### config.mk
export PLATFORM = sky130hd
export DESIGN_NAME = clk_gen_downsampler
export DESIGN_NICKNAME = d
export VERILOG_FILES = /design/src/rtl/clk_gen_downsampler.sv
export SDC_FILE = /design/constraint.sdc
export NUM_CORES = 1
export LEC_CHECK = 0
export ABC_AREA = 1
export CAP_MARGIN = 40
export CORE_MARGIN = 1.5
export CORE_UTILIZATION = 40
export CTS_BUF_LIST = sky130_fd_sc_hd__clkbuf_8
export CTS_CLUSTER_SIZE = 12
export DETAILED_ROUTE_END_ITERATION = 7
export PLACE_DENSITY = 0.7
export SLEW_MARGIN = 20
export SYNTH_ARGS = -nofsm -noshare
export SYNTH_HDL_FRONTEND = slang
export SYNTH_SLANG_ARGS = --single-unit
### constraint.sdc
create_clock -name clk -period 3.1 [get_ports clk]
set_clock_uncertainty 0.15 [all_clocks]
set_input_delay 0.31 -clock clk [delete_from_list [all_inputs] [get_ports clk]]
set_output_delay 0.31 -clock clk [all_outputs]
set_load 0.1 [all_outputs]
### src/rtl/clk_gen_downsampler.sv
// clk_gen_downsampler: programmable 50%-duty divider for the raw oscillator clock.
// Latency: clk_out/edge_pulse are registered and change one clk edge after terminal count.
// Backpressure: cfg_ready is low while a divide value is pending. The value is applied at the next clk_out falling edge.
//
// Ports:
//   clk        raw oscillator clock (only clock in the block)
//   reset      asynchronous, active-high reset
//   cfg_v      configuration valid
//   cfg_data   requested divide value D (period = 2*(D+1) clk cycles)
//   cfg_ready  high when no divide value is pending
//   clk_out    divided clock
//   edge_pulse one-cycle pulse in the cycle where clk_out rises
//   div_active divide value currently in use
//   bypass     (only when CLK_GEN_DS_BYPASS_EN is defined) selects raw clk onto clk_out
//
// Optional feature macro: CLK_GEN_DS_BYPASS_EN adds the bypass input and a glitch-free clock select.
module clk_gen_downsampler #(
  parameter int WIDTH       = 8,
  parameter int DEFAULT_DIV = 0
) (
  input  logic             clk,
  input  logic             reset,
`ifdef CLK_GEN_DS_BYPASS_EN
  input  logic             bypass,
`endif
  input  logic             cfg_v,
  input  logic [WIDTH-1:0] cfg_data,
  output logic             cfg_ready,
  output logic             clk_out,
  output logic             edge_pulse,
  output logic [WIDTH-1:0] div_active
);

  logic [WIDTH-1:0] counter;
  logic [WIDTH-1:0] pending_data;
  logic             pending_v;
  logic             clk_div;
  logic             terminal;
  logic             pulse_gate;

  assign terminal  = (counter == div_active);
  assign cfg_ready = ~pending_v;

`ifdef CLK_GEN_DS_BYPASS_EN
  assign pulse_gate = bypass;
`else
  assign pulse_gate = 1'b0;
`endif

  always_ff @(posedge clk or posedge reset) begin
    if (reset) begin
      counter      <= '0;
      clk_div      <= 1'b0;
      edge_pulse   <= 1'b0;
      div_active   <= WIDTH'(DEFAULT_DIV);
      pending_v    <= 1'b0;
      pending_data <= '0;
    end else begin
      // The counter stops at div_active and restarts from 0, so it never wraps
      // and every phase lasts exactly div_active+1 cycles.
      if (terminal) begin
        counter <= '0;
        clk_div <= ~clk_div;
        // Swap the ratio only when a high phase ends. The next low phase then
        // runs entirely at the new ratio, so no runt phase is produced.
        if (clk_div && pending_v) begin
          div_active <= pending_data;
          pending_v  <= 1'b0;
        end
      end else begin
        counter <= counter + 1'b1;
      end

      // Transfer and apply are mutually exclusive: a transfer needs
      // pending_v==0 and an apply needs pending_v==1.
      if (cfg_v && cfg_ready) begin
        pending_data <= cfg_data;
        pending_v    <= 1'b1;
      end

      edge_pulse <= terminal && !clk_div && !pulse_gate;
    end
  end

`ifdef CLK_GEN_DS_BYPASS_EN
  // The select updates on the clk falling edge and only while clk_div is low.
  // clk_div changes only on rising edges, so both sources are low for the
  // whole half-cycle around the switch point.
  logic sel_raw;

  always_ff @(negedge clk or posedge reset) begin
    if (reset) begin
      sel_raw <= 1'b0;
    end else if (!clk_div) begin
      sel_raw <= bypass;
    end
  end

  assign clk_out = sel_raw ? clk : clk_div;
`else
  assign clk_out = clk_div;
`endif

endmodule

==> results.toml, run 1 <==
[worst_setup_path]
cp.required_ps = 3120
endpoint_kind = "flip-flop"
cp_data_arrival_time_ps = 1570
critPathMaxFanout = 9
cp-start-kind = "flip-flop"
path_class = "flip-flop to flip-flop"

[cts]
htree_levels = 1
clockRootBuffer = "clkbuf_8"
hold_buffers = 0
clk_pin_slew_ps = 90
cts_setup_buffers = 0
cts_made_buffers = 3
cts_tree = "done"
cts_buffer_depth = 2
cts_sinks = 27
clk_latency_ps = 270
cts-resized-gates = 0

[layout]
num_antenna_cells = 0
final_cell_mix = "nand2_1, dfrtp_1, inv_1"
area_growth_pct = 21.9
final_common_cell = "nand2_1"
drive_above_1_share_pct = 19.1
design_area_um2 = 1620
fin_nets = 201

[die]
die_y_um = 60.6
dieWidth_um = 60.6
ios = 22
row_count = 20
initial_core_util_pct = 42.7
fp.coreArea_um2 = 3100
dieArea_um2 = 3670

[synthesis]
ys_types = 20
syn_avg_cell_area_um2 = 8.13
syn_area_um2 = 1330
synth_nets = 175
ys_seq_area_share_pct = 51.0
synth_seq_cells = 27
synth_warnings = 0
syn_inst = 163

[run]
cap_violations = 0

[global_route]
gr-total-overflow = 0
grt_pass1_wl_um = 4000
grt_pass1_vias = 1002
track_usage_pct = 14.6
grt_max_degree = 17
antenna_found_initial = 0

[worst_hold_path]
hold_path.class = "primary input to asynchronous set/reset pin"

[timing]
hold_viol_final = 0
rsz0062_at_grt = "no"
fin_setup_tns_ps = 0
finalMaxSlewViolations = 0
setup_viol = 0
finalCritPeriodShare_pct = 50.0
maxSlewHeadroom_pct = 67.1
post-route-min-period_ps = 1550
fmax_ghz = 0.645
worst_pin_slew_ps = 493

[placed_design]
placed_cell_area_um2 = 1570
gp_congestion = 0.748
numPortBuffers = 21
hpwl_um = 1870

[drt]
drc = 0
drtIter0Drc = 12
wl_per_cell_um = 10.1
viasPerCell = 4.45
dr.pass1.iters = 4
via_count = 1032
antenna_left = 0
routed_wl_um = 2330

[outcome]
outcome = "completed"
critical path, stage by stage, from the launching register on:
cell and delay [ps]:
dfrtp_1 450, xnor2_1 190, nand2_1 80, nor2_1 200, nand3_2 210, nand2_1 120, nand2_1 50
metrics by stage:
stage / setup WS, ps / utilization, % / hold slack, ps / instances
2_1_floorplan: 1120 / - / 213 / 163
3_3_place_gp: 1450 / 50.0 / 339 / 227
3_5_place_dp: 1440 / 50.5 / 341 / 228
4_1_cts: 1550 / 52.1 / 226 / 232
5_1_grt: 1390 / 52.1 / 256 / 232
6_report: 1550 / 52.1 / 204 / 232
state kept, by name, indices dropped and copies added, names as in the netlist:
signal / cells
clk_out: 1
edge_pulse: 1
div_active: 8
counter: 8
pending_data: 8
pending_v: 1
metal layers:
layer / part of all wire, % / global-route usage (%) / vias to the layer above / routed length, um
met5: 0 / 0 / - / 0
met1: 45 / 16.6 / 462 / 1040
met4: 2.4 / 7.45 / 0 / 55
li1: - / - / 543 / -
met2: 50 / 27.2 / 21 / 1160
met3: 3.0 / 1.49 / 6 / 71
cell usage after synthesis, drive strengths merged:
library cell  instances  area, um^2
a21oi                 1        5.00
xor2                  2        17.5
nor2                 16        72.6
xnor2                 1        8.76
or2                   1        6.26
nand2                61         236
nor3                  3        15.0
mux2                  8        90.1
inv                  28         105
buf                   1        11.3
nand3                11        60.1
o21ai                 1        5.00
clkinv                1        3.75
ha                    1        12.5
dfrtp                27         676
cells by family after synthesis:
| logic type | after synthesis | share of synthesized area (%) |
|---|---|---|
| compound gates | 2 | 0.755 |
| xor+xnor | 3 | 1.98 |
| fa+ha+maj | 1 | 0.944 |
| buf+inv | 30 | 9.06 |
| flops | 27 | 51.0 |
| mux | 8 | 6.80 |
| simple gates | 92 | 29.5 |
area by class of cell:
class | instances | area (um^2)
multi-input cells | 106 | 529
fillers | 308 | 1490
repair buffers | 22 | 198
inverters | 29 | 109
well taps | 44 | 55.1
flip-flops and latches | 27 | 676
clock buffers | 3 | 41.3
clock inverters | 1 | 7.51
final timing paths:
| kind | start | endpoint | slack (ps) | cells after the start |
|---|---|---|---|---|
| setup / recovery | div_active[7] | div_active[6] | 1550 | 6 |
| hold / removal | reset | pending_data[0] | 200 | 2 |
| setup reg to reg | div_active[7] | div_active[6] | 1550 | 6 |
| hold reg to reg | pending_data[3] | div_active[3] | 360 | 2 |
| max in group asynchronous | reset | counter[7] | 2130 | 3 |
| min in group clk | pending_data[3] | div_active[3] | 360 | 2 |
Power of run 1 is not shown: default switching activity piles up to over one toggle a cycle in this logic, so the estimate is an artifact.
==> run 2: changes to the inputs <==
Settings changed: PLACE_DENSITY 0.7 to 0.72.
Clock period 3.1 ns to 1.4 ns, I/O delays scaled along.
==> results.toml, run 2 (synthesis gave the netlist of run 1 again) <==
[layout]
drive_above_1_share_pct = 50.0
utilization_pct = 69.6
area_growth_pct = 63.0
fin_nets = 225
nFillCells = 232
design_area_um2 = 2160
final_common_cell = "nand2_1"
num_antenna_cells = 0
final_cell_mix = "nand2_1, dfrtp_1, buf_4"
reg_top3 = "counter x8, div_active x8, pending_data x8"

[worst_setup_path]
cp.required_ps = 1480
endpoint_kind = "flip-flop"
timing.rr.end = "div_active[4]"
path_delay_family = "simple AND/OR/NAND/NOR gates"
cp_data_arrival_time_ps = 1620
crit_buf_inv = 3
r2r_slack_ps = -140
cp_cell_sequence = "inv_2 > nand2_1 > nand2_1 > nand2_2 > inv_2 > nand2_2 > nor2_4 > clkbuf_16 > nand3_2 > nand2_1"
cp_slowest_stage_delay_ps = 510
cp-start-kind = "flip-flop"
cp_common_cell = "nand2_1"
r2r_start = "div_active[4]"
crit_slowest_cell = "dfrtp_4"
critPathMaxFanout = 7
path_class = "flip-flop to flip-flop"
reg2regPathDepth = 10

[outcome]
outcome = "finished with violations"
violations = "setup timing"

[cts]
clk_latency_ps = 280
htree_levels = 1
cts_made_buffers = 3
clockRootBuffer = "clkbuf_8"
cts_tree = "done"
cts_buffer_depth = 2
cts_sinks = 27
clk_pin_slew_ps = 100

[die]
fp.coreArea_um2 = 3100
die_y_um = 60.6
row_count = 20
ios = 22
dieArea_um2 = 3670
dieWidth_um = 60.6
initial_core_util_pct = 42.7

[timing]
finalCritPeriodShare_pct = 110
hold_viol_final = 0
setup_slack_ps = -139
maxSlewHeadroom_pct = 85.0
finalMaxSlewViolations = 0
fin_setup_tns_ps = -1900
post-route-min-period_ps = 1540
fmax_ghz = 0.650
setup_viol = 19
worst_pin_slew_ps = 223
rsz0062_at_grt = "yes"

[global_route]
gr-total-overflow = 0
antenna_found_initial = 0
grt_max_degree = 28
grt_pass1_wl_um = 4800
track_usage_pct = 17.9
grt_pass1_vias = 1148

[placed_design]
numPortBuffers = 21
gp_congestion = 0.778
dp_slack_ps = -85.3
placed_cell_area_um2 = 1940
hpwl_um = 2150

[drt]
routed_wl_um = 3160
drc = 0
dr.pass1.iters = 4
wl_per_cell_um = 12.3
viasPerCell = 4.59
drtIter0Drc = 22
via_count = 1174
antenna_left = 0

[run]
cap_violations = 0

[worst_hold_path]
hold_path.class = "primary input to asynchronous set/reset pin"
[run 2: repair_timing]
item / CTS / global route
pin swaps: 0 / 19
setup endpoints to repair: 20 / 27
gates cloned: 0 / 2
resized for setup: 9 / 26
hold buffers: 0 / 0
buffers inserted: 0 / 4
[run 2: area by class of cell]
cell class / count / area, um^2 / share of cell area [%]
timing repair buffer: 45 / 566 / 26.2
clock inverter: 1 / 7.51 / 0.348
inverter: 29 / 113 / 5.21
clock buffer: 3 / 41.3 / 1.91
tap: 44 / 55.1 / 2.55
sequential: 27 / 708 / 32.8
multi-input combinational: 107 / 669 / 31.0
[run 2: how the worst max path moves through the flow]
| stage | cells past startpoint | endpoint | from |
|---|---|---|---|
| floorplan | 3 | pending_data[0] | pending_v |
| global placement | 10 | div_active[7] | div_active[5] |
| detailed placement | 6 | div_active[4] | div_active[7] |
| CTS | 10 | div_active[7] | div_active[4] |
| global route | 8 | div_active[4] | div_active[3] |
| finish | 10 | div_active[4] | div_active[4] |
[run 2: metal layers]
metal	share of wire, %	global-route usage, %
met5	0	0
met4	1.3	7.45
met3	5.0	4.48
met2	53	31.8
met1	41	20.5
[run 2: metrics by stage]
stage / hold WS (ps) / instances
5_1_grt: 77.7 / 256
3_5_place_dp: 346 / 247
2_1_floorplan: 42.8 / 163
4_1_cts: 34.1 / 251
6_report: 31.1 / 256
3_3_place_gp: 336 / 247
[run 2: worst reg2reg max path: stages, from the launching register on]
cell and delay (ps):
dfrtp_4 510, inv_2 50, nand2_1 50, nand2_1 70, nand2_2 80, inv_2 60
nand2_2 60, nor2_4 150, clkbuf_16 190, nand3_2 60, nand2_1 60
Power of run 2 is left out for the same reason.
==> run 3: changes to the inputs <==
Settings changed: GPL_TIMING_DRIVEN from default to 0.
==> results.toml, run 3 (synthesis gave the netlist of run 1 again) <==
[worst_setup_path]
r2r_slack_ps = -180
endpoint_kind = "flip-flop"
r2r_start = "div_active[5]"
cp.required_ps = 1460
timing.rr.end = "div_active[3]"
critPathMaxFanout = 5
cp-start-kind = "flip-flop"
path_class = "flip-flop to flip-flop"
cp_data_arrival_time_ps = 1640
reg2regPathDepth = 10

[timing]
fmax_ghz = 0.633
rsz0062_at_grt = "yes"
hold-worst-slack_ps = 50.3
hold_viol_final = 0
worst_pin_slew_ps = 531
post-route-min-period_ps = 1580
setup_slack_ps = -180
setup_viol = 21
finalCritPeriodShare_pct = 113
finalMaxSlewViolations = 0
maxSlewHeadroom_pct = 64.5

[global_route]
grt_pass1_vias = 1137
track_usage_pct = 18.1
grt.busiest_layer = "met2"
use_met2_pct = 34.9
antenna_found_initial = 0
gr-total-overflow = 0
met3_usage_pct = 1.92
use_met1_pct = 20.2
grt_pass1_wl_um = 4900
grt_max_degree = 15

[cts]
htree_levels = 1
clockRootBuffer = "clkbuf_8"
cts_buffer_depth = 2
clk_latency_ps = 260
clk_pin_slew_ps = 90
cts_made_buffers = 3
hold_buffers = 0
cts_sinks = 27
cts_tree = "done"

[layout]
final_cell_mix = "nand2_1, dfrtp_1, nand2_2, inv_1, inv_2"
regArea_um2 = 708
drive_above_1_share_pct = 49.5
design_area_um2 = 2070
area_growth_pct = 56.4
multi_input_area_um2 = 662
nFillCells = 254
reg_top3 = "counter x8, div_active x8, pending_data x8"
num_antenna_cells = 0
fin_nets = 219
final_common_cell = "nand2_1"

[drt]
dr.pass1.iters = 4
antenna_left = 0
via_count = 1149
drc = 0
drtIter0Drc = 23
wl_per_cell_um = 12.1
routed_wl_um = 3010
viasPerCell = 4.60

[run]
cap_violations = 0

[outcome]
violations = "setup timing"
outcome = "finished with violations"

[die]
ios = 22
die_y_um = 60.6
row_count = 20
initial_core_util_pct = 42.7
dieArea_um2 = 3670
dieWidth_um = 60.6
fp.coreArea_um2 = 3100

[worst_hold_path]
hold_path.class = "primary input to asynchronous set/reset pin"

[placed_design]
numPortBuffers = 21
hpwl_um = 2130
gp_congestion = 0.798
placed_cell_area_um2 = 1850
## run 3: worst max-delay path by stage
stage,startpoint,to,slack [ps]
finish,div_active[5],div_active[3],-180
global route,counter[5],div_active[3],-270
CTS,div_active[5],div_active[3],-120
detailed placement,div_active[5],div_active[6],-200
global placement,pending_v,cfg_ready,-520
floorplan,pending_v,pending_data[0],-310
## run 3: per-layer routing
| metal | share of wire [%] | routed length (um) |
|---|---|---|
| met5 | 0 | 0 |
| met4 | 2.0 | 60 |
| met3 | 3.1 | 92 |
| met2 | 55 | 1670 |
| met1 | 40 | 1190 |
## run 3: worst max-delay path, stage by stage, from the launching register on
cell and delay, ps:
dfrtp_4 510, inv_2 60, nand2_2 40, nand2_1 60, nand2_2 80, inv_2 60
nand2_2 60, nor2_4 190, buf_6 160, nand3_2 70, nand2_1 80
## run 3: repair_timing
item	CTS	global route
gates cloned	2	0
resized for setup	62	23
buffers inserted	5	1
pin swaps	7	15
setup endpoints to repair	30	24
## run 3: stage by stage
stage / util, % / worst slack, ps / instances / setup TNS [ps]
2_1_floorplan: - / -307 / 163 / -5020
3_3_place_gp: 53.7 / -515 / 228 / -10270
3_5_place_dp: 59.5 / -200 / 240 / -2560
4_1_cts: 64.3 / -121 / 249 / -1830
5_1_grt: 66.8 / -273 / 250 / -3850
6_report: 66.8 / -180 / 250 / -2150
## run 3: area by class of cell
class,instances,share of cell area [%]
sequential,27,34.2
multi-input combinational,107,31.9
timing repair buffer,38,23.0
inverter,29,5.50
tap,44,2.66
clock buffer,3,1.99
buffer,1,0.543
clock inverter,1,0.181
Power of run 3 is left out for the same reason.
